$ cat src/rtl/led_pkg.sv
// Shared encodings for the LED heartbeat driver: drive modes and heartbeat envelope states.
package led_pkg;

  typedef enum logic [1:0] {
    MODE_STEADY    = 2'd0,
    MODE_BREATHE   = 2'd1,
    MODE_HEARTBEAT = 2'd2,
    MODE_CHASE     = 2'd3
  } led_mode_t;

  typedef enum logic [2:0] {
    HB_UP1  = 3'd0,
    HB_DN1  = 3'd1,
    HB_UP2  = 3'd2,
    HB_DN2  = 3'd3,
    HB_REST = 3'd4
  } hb_state_t;

endpackage

$ cat src/rtl/led_pwm_bank.sv
// Per-channel PWM comparators; each output is registered as (pwm_cnt < duty).
module led_pwm_bank #(
  parameter int N_CH  = 8,
  parameter int PWM_W = 8
) (
  input  logic                        clk,
  input  logic                        rst,
  input  logic [PWM_W-1:0]            pwm_cnt,
  input  logic [N_CH-1:0][PWM_W-1:0]  duties,
  output logic [N_CH-1:0]             led_out
);

  logic [N_CH-1:0] cmp;

  for (genvar i = 0; i < N_CH; i++) begin : g_ch
    assign cmp[i] = (pwm_cnt < duties[i]);
  end

  always_ff @(posedge clk) begin
    if (rst) led_out <= '0;
    else     led_out <= cmp;
  end

endmodule

$ cat src/rtl/led_heartbeat_driver.sv
// LED envelope generator (steady / breathe / heartbeat / chase) feeding a shared PWM comparator bank.
module led_heartbeat_driver
  import led_pkg::*;
#(
  parameter int N_CH        = 8,
  parameter int PWM_W       = 8,
  parameter int PRESCALE    = 4688,
  parameter int REST_TICKS  = 256,
  parameter int CHASE_TICKS = 64
) (
  input  logic              clk,
  input  logic              rst,
  input  logic              en,
  input  logic [1:0]        mode,
  input  logic [PWM_W-1:0]  brightness,
  output logic [N_CH-1:0]   led_out,
  output logic              cycle_done
);

  localparam int CW = $clog2(PRESCALE);
  localparam int RW = (REST_TICKS  > 1) ? $clog2(REST_TICKS)  : 1;
  localparam int KW = (CHASE_TICKS > 1) ? $clog2(CHASE_TICKS) : 1;
  localparam int IW = (N_CH        > 1) ? $clog2(N_CH)        : 1;

  localparam logic [PWM_W-1:0] MAXV      = {PWM_W{1'b1}};
  localparam logic [PWM_W-1:0] HALF      = MAXV >> 1;
  localparam logic [CW-1:0]    PS_LAST   = CW'(PRESCALE - 1);
  localparam logic [RW-1:0]    REST_LAST = RW'(REST_TICKS - 1);
  localparam logic [KW-1:0]    CH_LAST   = KW'(CHASE_TICKS - 1);
  localparam logic [IW-1:0]    IDX_LAST  = IW'(N_CH - 1);

  logic [PWM_W-1:0] pwm_cnt, bright_lat, level, level_d, lvl_up, lvl_dn;
  logic [CW-1:0]    presc, presc_d;
  logic [RW-1:0]    rest_cnt, rest_d;
  logic [KW-1:0]    chase_cnt, chase_d;
  logic [IW-1:0]    idx, idx_d;
  logic             dir, dir_d;       // breathe direction, 1 = descending
  logic             tick, restart, cd_d;
  hb_state_t        hb, hb_d;
  led_mode_t        act_mode, mode_d;
  logic [N_CH-1:0][PWM_W-1:0] duty;

  assign tick    = (presc == PS_LAST);
  assign restart = (mode != act_mode) || !en;
  assign lvl_up  = (level == MAXV) ? level : level + 1'b1;
  assign lvl_dn  = (level == '0)   ? level : level - 1'b1;

  always_comb begin
    presc_d = presc;
    level_d = level;
    dir_d   = dir;
    hb_d    = hb;
    rest_d  = rest_cnt;
    chase_d = chase_cnt;
    idx_d   = idx;
    mode_d  = led_mode_t'(mode);
    cd_d    = 1'b0;
    if (restart) begin
      presc_d = '0;
      level_d = '0;
      dir_d   = 1'b0;
      hb_d    = HB_UP1;
      rest_d  = '0;
      chase_d = '0;
      idx_d   = '0;
    end else begin
      presc_d = tick ? '0 : presc + 1'b1;
      if (act_mode == MODE_STEADY) begin
        cd_d = (pwm_cnt == MAXV);
      end else if (tick) begin
        case (act_mode)
          MODE_BREATHE: begin
            if (!dir) begin
              level_d = lvl_up;
              if (lvl_up == MAXV) dir_d = 1'b1;
            end else begin
              level_d = lvl_dn;
              if (lvl_dn == '0) begin
                dir_d = 1'b0;
                cd_d  = 1'b1;
              end
            end
          end
          MODE_HEARTBEAT: begin
            case (hb)
              HB_UP1: begin
                level_d = lvl_up;
                if (lvl_up == MAXV) hb_d = HB_DN1;
              end
              HB_DN1: begin
                level_d = lvl_dn;
                if (lvl_dn == '0) hb_d = HB_UP2;
              end
              HB_UP2: begin
                // clamp to the half-height peak so tiny PWM widths cannot overshoot
                level_d = (lvl_up > HALF) ? HALF : lvl_up;
                if (lvl_up >= HALF) hb_d = HB_DN2;
              end
              HB_DN2: begin
                level_d = lvl_dn;
                if (lvl_dn == '0) begin
                  hb_d   = HB_REST;
                  rest_d = '0;
                end
              end
              HB_REST: begin
                level_d = '0;
                if (rest_cnt == REST_LAST) begin
                  hb_d   = HB_UP1;
                  rest_d = '0;
                  cd_d   = 1'b1;
                end else begin
                  rest_d = rest_cnt + 1'b1;
                end
              end
              default: hb_d = HB_UP1;
            endcase
          end
          MODE_CHASE: begin
            if (chase_cnt == CH_LAST) begin
              chase_d = '0;
              if (idx == IDX_LAST) begin
                idx_d = '0;
                cd_d  = 1'b1;
              end else begin
                idx_d = idx + 1'b1;
              end
            end else begin
              chase_d = chase_cnt + 1'b1;
            end
          end
          default: ;
        endcase
      end
    end
  end

  // Duties follow the envelope live; only brightness is sampled at the PWM wrap.
  always_comb begin
    for (int i = 0; i < N_CH; i++) begin
      duty[i] = '0;
      if (en) begin
        case (act_mode)
          MODE_STEADY:    duty[i] = bright_lat;
          MODE_BREATHE:   duty[i] = level;
          MODE_HEARTBEAT: duty[i] = level;
          MODE_CHASE:     if (idx == IW'(i)) duty[i] = bright_lat;
          default:        duty[i] = '0;
        endcase
      end
    end
  end

  always_ff @(posedge clk) begin
    if (rst) begin
      pwm_cnt    <= '0;
      bright_lat <= '0;
      presc      <= '0;
      level      <= '0;
      dir        <= 1'b0;
      hb         <= HB_UP1;
      rest_cnt   <= '0;
      chase_cnt  <= '0;
      idx        <= '0;
      act_mode   <= MODE_STEADY;
      cycle_done <= 1'b0;
    end else begin
      pwm_cnt <= pwm_cnt + 1'b1;
      if (pwm_cnt == MAXV) bright_lat <= brightness;
      presc      <= presc_d;
      level      <= level_d;
      dir        <= dir_d;
      hb         <= hb_d;
      rest_cnt   <= rest_d;
      chase_cnt  <= chase_d;
      idx        <= idx_d;
      act_mode   <= mode_d;
      cycle_done <= cd_d;
    end
  end

  led_pwm_bank #(.N_CH(N_CH), .PWM_W(PWM_W)) u_bank (
    .clk     (clk),
    .rst     (rst),
    .pwm_cnt (pwm_cnt),
    .duties  (duty),
    .led_out (led_out)
  );

endmodule

$ cat config.mk
export PLATFORM = sky130hd
export DESIGN_NAME = led_heartbeat_driver
export DESIGN_NICKNAME = d
export VERILOG_FILES = /design/src/rtl/led_pkg.sv /design/src/rtl/led_pwm_bank.sv /design/src/rtl/led_heartbeat_driver.sv
export SDC_FILE = /design/constraint.sdc
export NUM_CORES = 1
export LEC_CHECK = 0
export ABC_AREA = 1
export CAP_MARGIN = 20
export CORE_MARGIN = 1
export CORE_UTILIZATION = 35
export CTS_CLUSTER_SIZE = 40
export DETAILED_ROUTE_END_ITERATION = 6
export RECOVER_POWER = 50
export SLEW_MARGIN = 40
export SYNTH_ARGS = -nofsm -noshare
export SYNTH_HDL_FRONTEND = slang
export SYNTH_HIERARCHICAL = 1
export SYNTH_SLANG_ARGS = --single-unit
$ cat constraint.sdc
create_clock -name clk -period 2.5 [get_ports clk]
set_clock_uncertainty 0.15 [all_clocks]
set_input_delay 0.5 -clock clk [delete_from_list [all_inputs] [get_ports clk]]
set_output_delay 0.5 -clock clk [all_outputs]
set_load 0.005 [all_outputs]
==> run summary, run 1 <==
======================================================================================
Min cycle time layout ...................................................     2.317 ns
Commonest cells after routing, fill and taps aside ...................... 273 x sky130_fd_sc_hd__nand2_1, 166 x sky130_fd_sc_hd__inv_1, 108 x sky130_fd_sc_hd__a21oi_1
Run status ..............................................................    completed
PD cells ................................................................ 380.8 mW/mm^2
Startpoint of the worst-slack reg-to-reg timing path ....................     level[1]
Detailed-route wire length ..............................................     17220 um
Max-slew violation count ................................................            0
Clk pin slew, worst setup/hold paths ....................................      0.06 ns
Global-route wire length before repair ..................................     28400 um
Critical path required time .............................................      2.58 ns
Relative max-transition margin ..........................................       30.70%
Final design area excluding fillers ..................................... 0.007397 mm^2
Class of the most critical hold timing path ............................. flop to flop
Flops & latches, synth ..................................................           69
Hold_ws .................................................................    0.2922 ns
TNS Setup ...............................................................         0 ns
TritonCTS clock tree ....................................................         done
Warning count from the yosys run ........................................            6
Most common library cell in the layout ignoring fill and taps ........... sky130_fd_sc_hd__nand2_1
Total number of clock tree sinks ........................................           69
Maximum level of the CTS H-tree .........................................            3
Hold_sp ................................................................. chase_cnt[4]
Die Footprint ........................................................... 0.01871 mm^2
Kind of critical path ................................................... flop to flop
DRC marker count from the first detailed-route iteration ................          389
Critical-path cell with the highest stage delay ......................... sky130_fd_sc_hd__dfxtp_2
Nets@finish .............................................................         1182
CTS Root Buffer Type .................................................... sky130_fd_sc_hd__clkbuf_16
Final setup viols .......................................................            0
Final HPWL DP ...........................................................     13060 um
Source-to-sink clock delay at the later pin of the worst-skew pair ......      0.34 ns
Remaining DRCs ..........................................................            0
Setup slack, reg-to-reg .................................................      0.18 ns
Vias per std cell .......................................................        4.876
Layout overhead on the synthesized area .................................       16.35%
Area of the mapped netlist .............................................. 0.006357 mm^2
Gate count after technology mapping .....................................         1036
GRT Util Overall ........................................................       19.38%
Core Footprint .......................................................... 0.01754 mm^2
Horizontal die dimension ................................................     136.8 um
Worst stage delay on the critical path ..................................      0.34 ns
Routed vias .............................................................         6466
Capturing point of the worst reg2reg path ...............................        hb[0]
Number of cells on the worst reg-to-reg path ............................           13
Count of buffers inserted at the top-level ports ........................           21
Sequential cell area fraction in the yosys report .......................       21.73%
Placement Cell Area ..................................................... 0.007099 mm^2
Routed wire per std cell ................................................     12.98 um
Max capacitance violation total .........................................            0
Maximum resistive drop on vdd ...........................................     319.1 uV
Final design utilization ................................................       42.18%
Maximum number of pins on one net before global-route repair ............           17
Post-synth EDFFs ........................................................            0
Crit path cell chain .................................................... inv_1, ha_1, nand2_2, inv_2, nand2_2, nand2_1, nand3_1, nor2_1, nand3_1, nand2_1, nand4_4, o21bai_1, nor2_1
Die height ..............................................................     136.8 um
Maximum clock insertion buffer count ....................................            2
Transition time of the tightest slew-check pin ..........................     1.039 ns
Overall overflow remaining after global route ...........................            0
Number of nets produced by synthesis ....................................         1122
Synth Flop Type ......................................................... sky130_fd_sc_hd__dfxtp_1
Initial antenna violation count .........................................            0
Max Clk Rate ............................................................    431.5 MHz
Leakage .................................................................     3.390 nW
Vias in the first global route ..........................................         5919
Max FO, Critical Path ...................................................            6
Depth of the worst hold-timing path .....................................            2
First-pass detailed-route iteration total ...............................            5
Fraction of layout cells with a size suffix above 1 .....................       10.63%
Weighted congestion reported at the end of routability-driven placement .       0.8636
Final worst path period share ...........................................       92.69%
Total of hold buffers inserted after clock tree synthesis ...............            0
Yosys cell types ........................................................           43
Fraction of registers with async set/reset ..............................           0%
Num CTS Buffers .........................................................            9
I/O pin count ...........................................................           22
Endpoint type of the worst setup path ...................................         flop
Worst min-delay path endpoint ........................................... chase_cnt[4]
Category of the worst setup path launch point ...........................         flop
Mean cell area of the mapped netlist ....................................   6.136 um^2
Initial Util ............................................................       36.25%
Worst EP arrival ........................................................      2.40 ns
Row cnt .................................................................           48
Ant diodes ..............................................................            0
Hold Fails Final Rpt ....................................................            0
Post-route antenna net violation count ..................................            0
======================================================================================
state kept, by name (all words and copies together), names as in the netlist:
register	flops
hb	3
dir	1
rest_cnt	8
u_bank/led_out	8
chase_cnt	6
idx	3
pwm_cnt	8
presc	13
cycle_done	1
level	8
act_mode	2
bright_lat	8
layout make-up:
type | instances | area [um^2]
Multi-Input combinational cell | 771 | 4232
Timing Repair inverter | 1 | 7.507
Sequential cell | 69 | 1383
Inverter | 179 | 675.6
Fill cell | 1891 | 10140
Tap cell | 225 | 281.5
Timing Repair Buffer | 65 | 541.8
Clock buffer | 11 | 242.7
Clock inverter | 5 | 33.78
critical path, delay by kind of cell (launching register included):
| kind | cells | cell delay (ns) |
|---|---|---|
| buf+inv | 2 | 0.22 |
| simple gates | 9 | 1.11 |
| fa+ha+maj | 1 | 0.24 |
| compound gates | 1 | 0.16 |
| flops | 1 | 0.34 |
power by group:
group	internal [mW]	leakage (nW)	switching [mW]	total, mW
combinational	0.194	2.70	0.285	0.479
clock	0.699	0.132	0.506	1.20
sequential	1.13	0.560	0.00831	1.13
how the worst max path moves through the flow:
stage	from	end	slack, ns
after floorplan	act_mode[0]	u_bank/led_out[3]	0.27
after global placement	en	u_bank/led_out[3]	0.06
after detailed placement	en	u_bank/led_out[3]	0.06
after CTS	act_mode[1]	u_bank/led_out[1]	0.05
after global routing	act_mode[1]	u_bank/led_out[3]	-0.003
final	level[1]	hb[0]	0.18
timing repair:
item	CTS	global route
endpoints found under the setup margin	0	12
endpoints found under the hold margin	0	0
setup buffers	0	1
resized for setup	0	22
per-stage QoR:
step                setup WS (ns)  power, mW  cells
CTS                       0.05247      2.856   1324
floorplan                  0.2711      1.448   1036
global placement          0.05795      1.627   1308
global route            -0.003288      2.977   1326
finish                     0.1827      2.817   1326
detailed placement        0.05590      1.633   1308
per-layer routing:
metal	vias to the layer above	global-route usage, %	routed length, um
li1	3448	-	-
met2	126	32.18	7740
met4	0	6.716	387
met3	24	3.370	598
met1	2868	25.16	8490
met5	-	0	0
cells in the mapped netlist, types with 2 or more instances:
| master | instances | area, um^2 |
|---|---|---|
| sky130_fd_sc_hd__ha_1 | 73 | 913.4 |
| sky130_fd_sc_hd__buf_1 | 3 | 11.26 |
| sky130_fd_sc_hd__nand2_2 | 6 | 37.54 |
| sky130_fd_sc_hd__nor3b_1 | 2 | 15.01 |
| sky130_fd_sc_hd__buf_2 | 2 | 10.01 |
| sky130_fd_sc_hd__nor2_4 | 4 | 45.04 |
| sky130_fd_sc_hd__nor3_2 | 2 | 20.02 |
| sky130_fd_sc_hd__buf_6 | 2 | 22.52 |
| sky130_fd_sc_hd__dfxtp_1 | 69 | 1381 |
| sky130_fd_sc_hd__o21ai_1 | 9 | 45.04 |
| sky130_fd_sc_hd__o21ai_2 | 2 | 17.52 |
| sky130_fd_sc_hd__nand4_1 | 18 | 112.6 |
| sky130_fd_sc_hd__o211ai_1 | 2 | 15.01 |
| sky130_fd_sc_hd__a21oi_1 | 108 | 540.5 |
| sky130_fd_sc_hd__inv_1 | 173 | 649.4 |
| sky130_fd_sc_hd__xnor2_1 | 4 | 35.03 |
| sky130_fd_sc_hd__o21bai_1 | 11 | 82.58 |
| sky130_fd_sc_hd__nor3_1 | 17 | 85.08 |
| sky130_fd_sc_hd__o21ai_0 | 45 | 225.2 |
| sky130_fd_sc_hd__o31ai_1 | 3 | 22.52 |
| sky130_fd_sc_hd__clkbuf_1 | 9 | 33.78 |
| sky130_fd_sc_hd__inv_2 | 5 | 18.77 |
| sky130_fd_sc_hd__a221oi_1 | 2 | 17.52 |
| sky130_fd_sc_hd__nor2_2 | 15 | 93.84 |
| sky130_fd_sc_hd__a21oi_2 | 7 | 61.31 |
| sky130_fd_sc_hd__nand2_4 | 2 | 22.52 |
| sky130_fd_sc_hd__xor2_1 | 5 | 43.79 |
| sky130_fd_sc_hd__and3_1 | 3 | 18.77 |
| sky130_fd_sc_hd__nand2_1 | 273 | 1025 |
| sky130_fd_sc_hd__nand3_1 | 41 | 205.2 |
| sky130_fd_sc_hd__a22oi_1 | 2 | 15.01 |
| sky130_fd_sc_hd__a31oi_1 | 7 | 43.79 |
| sky130_fd_sc_hd__nor2_1 | 100 | 375.4 |
cells by family after synthesis:
kind of cell | share of synthesized area, %
AOI/OAI and AO/OA | 17.56
xor gates and xnor gates | 1.240
adders and majority gates | 14.37
buffers and inverters | 11.91
DFF | 21.73
and+or+nand+nor | 33.20
(Power assumes the default switching activity.)
==> run 2: changes to the inputs <==
--- a/config.mk
+++ b/config.mk
@@ -6,7 +6,7 @@
 export NUM_CORES = 1
 export LEC_CHECK = 0
 export ABC_AREA = 1
-export CAP_MARGIN = 20
+export CAP_MARGIN = 10
 export CORE_MARGIN = 1
 export CORE_UTILIZATION = 35
 export CTS_CLUSTER_SIZE = 40
==> results of run 2 <==
No change in the layout: final DEF, timing and power equal those of run 1.
==> run 3: changes to the inputs <==
--- a/config.mk
+++ b/config.mk
@@ -7,13 +7,17 @@
 export LEC_CHECK = 0
 export ABC_AREA = 1
 export CAP_MARGIN = 10
+export CELL_PAD_IN_SITES_DETAIL_PLACEMENT = 2
+export CELL_PAD_IN_SITES_GLOBAL_PLACEMENT = 2
 export CORE_MARGIN = 1
-export CORE_UTILIZATION = 35
+export CORE_UTILIZATION = 34
 export CTS_CLUSTER_SIZE = 40
 export DETAILED_ROUTE_END_ITERATION = 6
+export PLACE_DENSITY_LB_ADDON = 0.1
 export RECOVER_POWER = 50
 export SLEW_MARGIN = 40
 export SYNTH_ARGS = -nofsm -noshare
 export SYNTH_HDL_FRONTEND = slang
 export SYNTH_HIERARCHICAL = 1
 export SYNTH_SLANG_ARGS = --single-unit
+export TNS_END_PERCENT = 10
==> run 3 against run 2 <==
Against the previous run:
- the flow now finishes with violations (design-rule violations, negative setup slack)
- register-to-register slack lost 0.24 ns
- hold slack gained 0.00086 ns
- total power grew 13%
- first-iteration DRC count shrank 48%
- flip-flop and latch count is the same
- largest power group unchanged
==> run summary, run 3 (synthesized netlist as in run 1, its figures left out) <==
======================================================================================
Kind of critical path ................................................... flop to flop   unchanged
Vias in the first global route ..........................................         7739   was 5919
Routed vias .............................................................         7116   was 6466
Commonest cells after routing, fill and taps aside ...................... 271 x sky130_fd_sc_hd__nand2_1, 169 x sky130_fd_sc_hd__inv_1, 104 x sky130_fd_sc_hd__a21oi_1   was 273 x sky130_fd_sc_hd__nand2_1, 166 x sky130_fd_sc_hd__inv_1, 108 x sky130_fd_sc_hd__a21oi_1
Maximum resistive drop on vdd ...........................................     380.3 uV   was 319.1 uV
Footprint of the multi-input gates ...................................... 0.004267 mm^2   was 0.004232 mm^2
Die Footprint ........................................................... 0.01925 mm^2   was 0.01871 mm^2
Critical path required time .............................................      2.64 ns   was 2.58 ns
Detailed-route wire length ..............................................     25590 um   was 17220 um
Failing checks .......................................................... design-rule violations, negative setup slack
Category of the worst setup path launch point ...........................         flop   unchanged
Final setup viols .......................................................            3   was 0
Most common library cell in the layout ignoring fill and taps ........... sky130_fd_sc_hd__nand2_1   unchanged
Remaining DRCs ..........................................................            4   was 0
Transition time of the tightest slew-check pin ..........................    0.7379 ns   was 1.039 ns
Fraction of layout cells with a size suffix above 1 .....................       12.96%   was 10.63%
DRC marker count from the first detailed-route iteration ................          202   was 389
Met3 routed wirelength ..................................................       625 um   was 598 um
Footprint of the flip-flops and latches ................................. 0.001384 mm^2   was 0.001383 mm^2
Startpoint of the worst-slack reg-to-reg timing path ....................  act_mode[0]   was level[1]
Setup repair after global routing missed its margin .....................          yes
Final HPWL DP ...........................................................     18970 um   was 13060 um
Worst path setup slack after routing ....................................  -0.05386 ns   was 0.1827 ns
DP Worst Slack ..........................................................   -0.1367 ns   was 0.05590 ns
Row cnt .................................................................           49   was 48
Class of the most critical hold timing path ............................. flop to flop   unchanged
Post-route antenna net violation count ..................................            0   unchanged
PD cells ................................................................ 412.9 mW/mm^2   was 380.8 mW/mm^2
TritonCTS clock tree ....................................................         done   unchanged
Share of power burned in combinational logic ............................        17.2%   was 17.0%
Clk pin slew, worst setup/hold paths ....................................      0.08 ns   was 0.06 ns
Source-to-sink clock delay at the later pin of the worst-skew pair ......      0.35 ns   was 0.34 ns
Highest routed layer ....................................................         met4   unchanged
Capturing point of the worst reg2reg path ............................... u_bank/led_out[6]   was hb[0]
Relative max-transition margin ..........................................       50.48%   was 30.70%
Register containing the most flip-flops in the final layout .............        presc   unchanged
Max Clk Rate ............................................................    391.6 MHz   was 431.5 MHz
Proportion of power drawn by the clock network ..........................        46.9%   was 42.8%
Setup slack, reg-to-reg .................................................     -0.05 ns   was 0.18 ns
Hold_ws .................................................................    0.2930 ns   was 0.2922 ns
Horizontal die dimension ................................................     138.7 um   was 136.8 um
Layout overhead on the synthesized area .................................       20.74%   was 16.35%
Maximum level of the CTS H-tree .........................................            3   unchanged
Initial antenna violation count .........................................            0   unchanged
Run status .............................................................. finished, violations left   was completed
# fillers ...............................................................         2298   was 1891
Weighted congestion reported at the end of routability-driven placement .       0.7965   was 0.8636
Overall overflow remaining after global route ...........................            0   unchanged
Total number of clock tree sinks ........................................           69   unchanged
Total length of routed met2 wires .......................................     12240 um   was 7740 um
P_int ...................................................................     2.248 mW   was 2.018 mW
Num CTS Buffers .........................................................            9   unchanged
Placement Cell Area ..................................................... 0.007249 mm^2   was 0.007099 mm^2
Routed wire per std cell ................................................     18.98 um   was 12.98 um
Max FFs per register ....................................................           13   unchanged
Max capacitance violation total .........................................            0   unchanged
First-pass detailed-route iteration total ...............................            6   was 5
Die height ..............................................................     138.7 um   was 136.8 um
Maximum number of pins on one net before global-route repair ............           19   was 17
Crit path cell chain .................................................... inv_1, ha_1, inv_2, o21ai_1, buf_4, clkinvlp_4, buf_4, a21oi_1, inv_1, ha_1, a21oi_1, o21bai_1, a21oi_2   was inv_1, ha_1, nand2_2, inv_2, nand2_2, nand2_1, nand3_1, nor2_1, nand3_1, nand2_1, nand4_4, o21bai_1, nor2_1
Critical-path cell with the highest stage delay ......................... sky130_fd_sc_hd__dfxtp_1   was sky130_fd_sc_hd__dfxtp_2
Vias per std cell .......................................................        5.279   was 4.876
Min cycle time layout ...................................................     2.554 ns   was 2.317 ns
Sw power ................................................................    0.9220 mW   was 0.7991 mW
Number of standard cells in the final layout excluding fillers ..........         1348   was 1326
Core Footprint .......................................................... 0.01815 mm^2   was 0.01754 mm^2
Worst stage delay on the critical path ..................................      0.33 ns   was 0.34 ns
I/O pin count ...........................................................           22   unchanged
Leakage .................................................................     3.514 nW   was 3.390 nW
Timing startpoint of the critical path ..................................  act_mode[0]   was level[1]
Final worst path period share ...........................................       102.2%   was 92.69%
Maximum clock insertion buffer count ....................................            2   unchanged
Worst EP arrival ........................................................      2.70 ns   was 2.40 ns
Post-placement cell count ...............................................         1328   was 1308
Share of power burned in registers ......................................        35.9%   was 40.2%
GRT Util Overall ........................................................       27.32%   was 19.38%
Initial Util ............................................................       35.03%   was 36.25%
CTS Root Buffer Type .................................................... sky130_fd_sc_hd__clkbuf_16   unchanged
Max FO, Critical Path ...................................................            9   was 6
Hold Fails Final Rpt ....................................................            0   unchanged
Net switching share of the total power ..................................       29.09%   was 28.37%
Worst setup endpoint .................................................... u_bank/led_out[6]   was hb[0]
Ant diodes ..............................................................            0   unchanged
Final design area excluding fillers ..................................... 0.007676 mm^2   was 0.007397 mm^2
Max-slew violation count ................................................            0   unchanged
Nets@finish .............................................................         1200   was 1182
Number of cells on the worst reg-to-reg path ............................           13   unchanged
Count of buffers inserted at the top-level ports ........................           21   unchanged
Total of hold buffers inserted after clock tree synthesis ...............            0   unchanged
DRT met1 WL .............................................................     12220 um   was 8490 um
Endpoint type of the worst setup path ...................................         flop   unchanged
Global-route wire length before repair ..................................     41120 um   was 28400 um
======================================================================================
[run 3: cell types whose count changed in the layout (fill, tap and decap cells not counted), moves of 5 or more]
| cell | previous run | this run |
|---|---|---|
| sky130_fd_sc_hd__buf_4 | 40 | 59 |
| sky130_fd_sc_hd__o21ai_1 | 12 | 7 |
| sky130_fd_sc_hd__dlygate4sd3_1 | 10 | 0 |
| sky130_fd_sc_hd__clkdlybuf4s50_1 | 11 | 21 |
| sky130_fd_sc_hd__inv_2 | 12 | 7 |
[run 3: critical path, delay by kind of cell, from the launching register on]
kind / cells / cell delay, ns
buffers and inverters: 6 / 0.73
flip-flops: 1 / 0.33
adder cells (fa/ha/maj): 2 / 0.59
AO/OA/AOI/OAI: 5 / 0.69
[run 3: worst min path at each step]
stage | cells past startpoint | end | slack [ns] | startpoint
2_1_floorplan | 1 | presc[0] | 0.27 | presc[0]
3_3_place_gp | 1 | presc[0] | 0.28 | presc[0]
3_5_place_dp | 1 | presc[0] | 0.29 | presc[0]
4_1_cts | 1 | presc[0] | 0.30 | presc[0]
5_1_grt | 1 | presc[0] | 0.32 | presc[0]
6_report | 1 | presc[0] | 0.29 | presc[0]
[run 3: cell type report]
cell class	instances	area share, %
repair buffers	84	9.438
multi-input cells	771	55.58
inverters	179	8.883
well taps	229	3.733
clock inverters	6	1.222
clock buffers	10	3.113
flip-flops and latches	69	18.03
[run 3: what timing repair did]
action                     in CTS  in global routing
cloned                          0                  0
pin swaps                       0                  1
setup endpoints to repair       8                 25
buffers inserted                2                  2
gates resized for setup        16                 10
[run 3: metrics by stage]
stage | setup TNS [ns] | power (mW) | util [%]
floorplan | 0 | 1.448 | -
global placement | -0.06719 | 1.649 | 39.95
detailed placement | -0.7841 | 1.674 | 39.95
CTS | 0 | 3.188 | 42.06
global route | -0.7610 | 3.291 | 42.30
finish | -0.09521 | 3.170 | 42.30
[run 3: per-layer routing]
layer  vias to the layer above  global-route usage, %
met1                      3501                  35.68
met5                         -                      0
li1                       3484                      -
met2                        98                  47.88
met4                         0                  7.018
met3                        33                  2.935
[run 3: power groups by stage]
stage	Combinational, mW	Clock, mW	Sequential, mW
6_report	0.545	1.49	1.14
5_1_grt	0.605	1.55	1.14
4_1_cts	0.539	1.51	1.14
3_5_place_dp	0.511	0	1.16
3_3_place_gp	0.488	0	1.16
2_1_floorplan	0.281	0	1.17
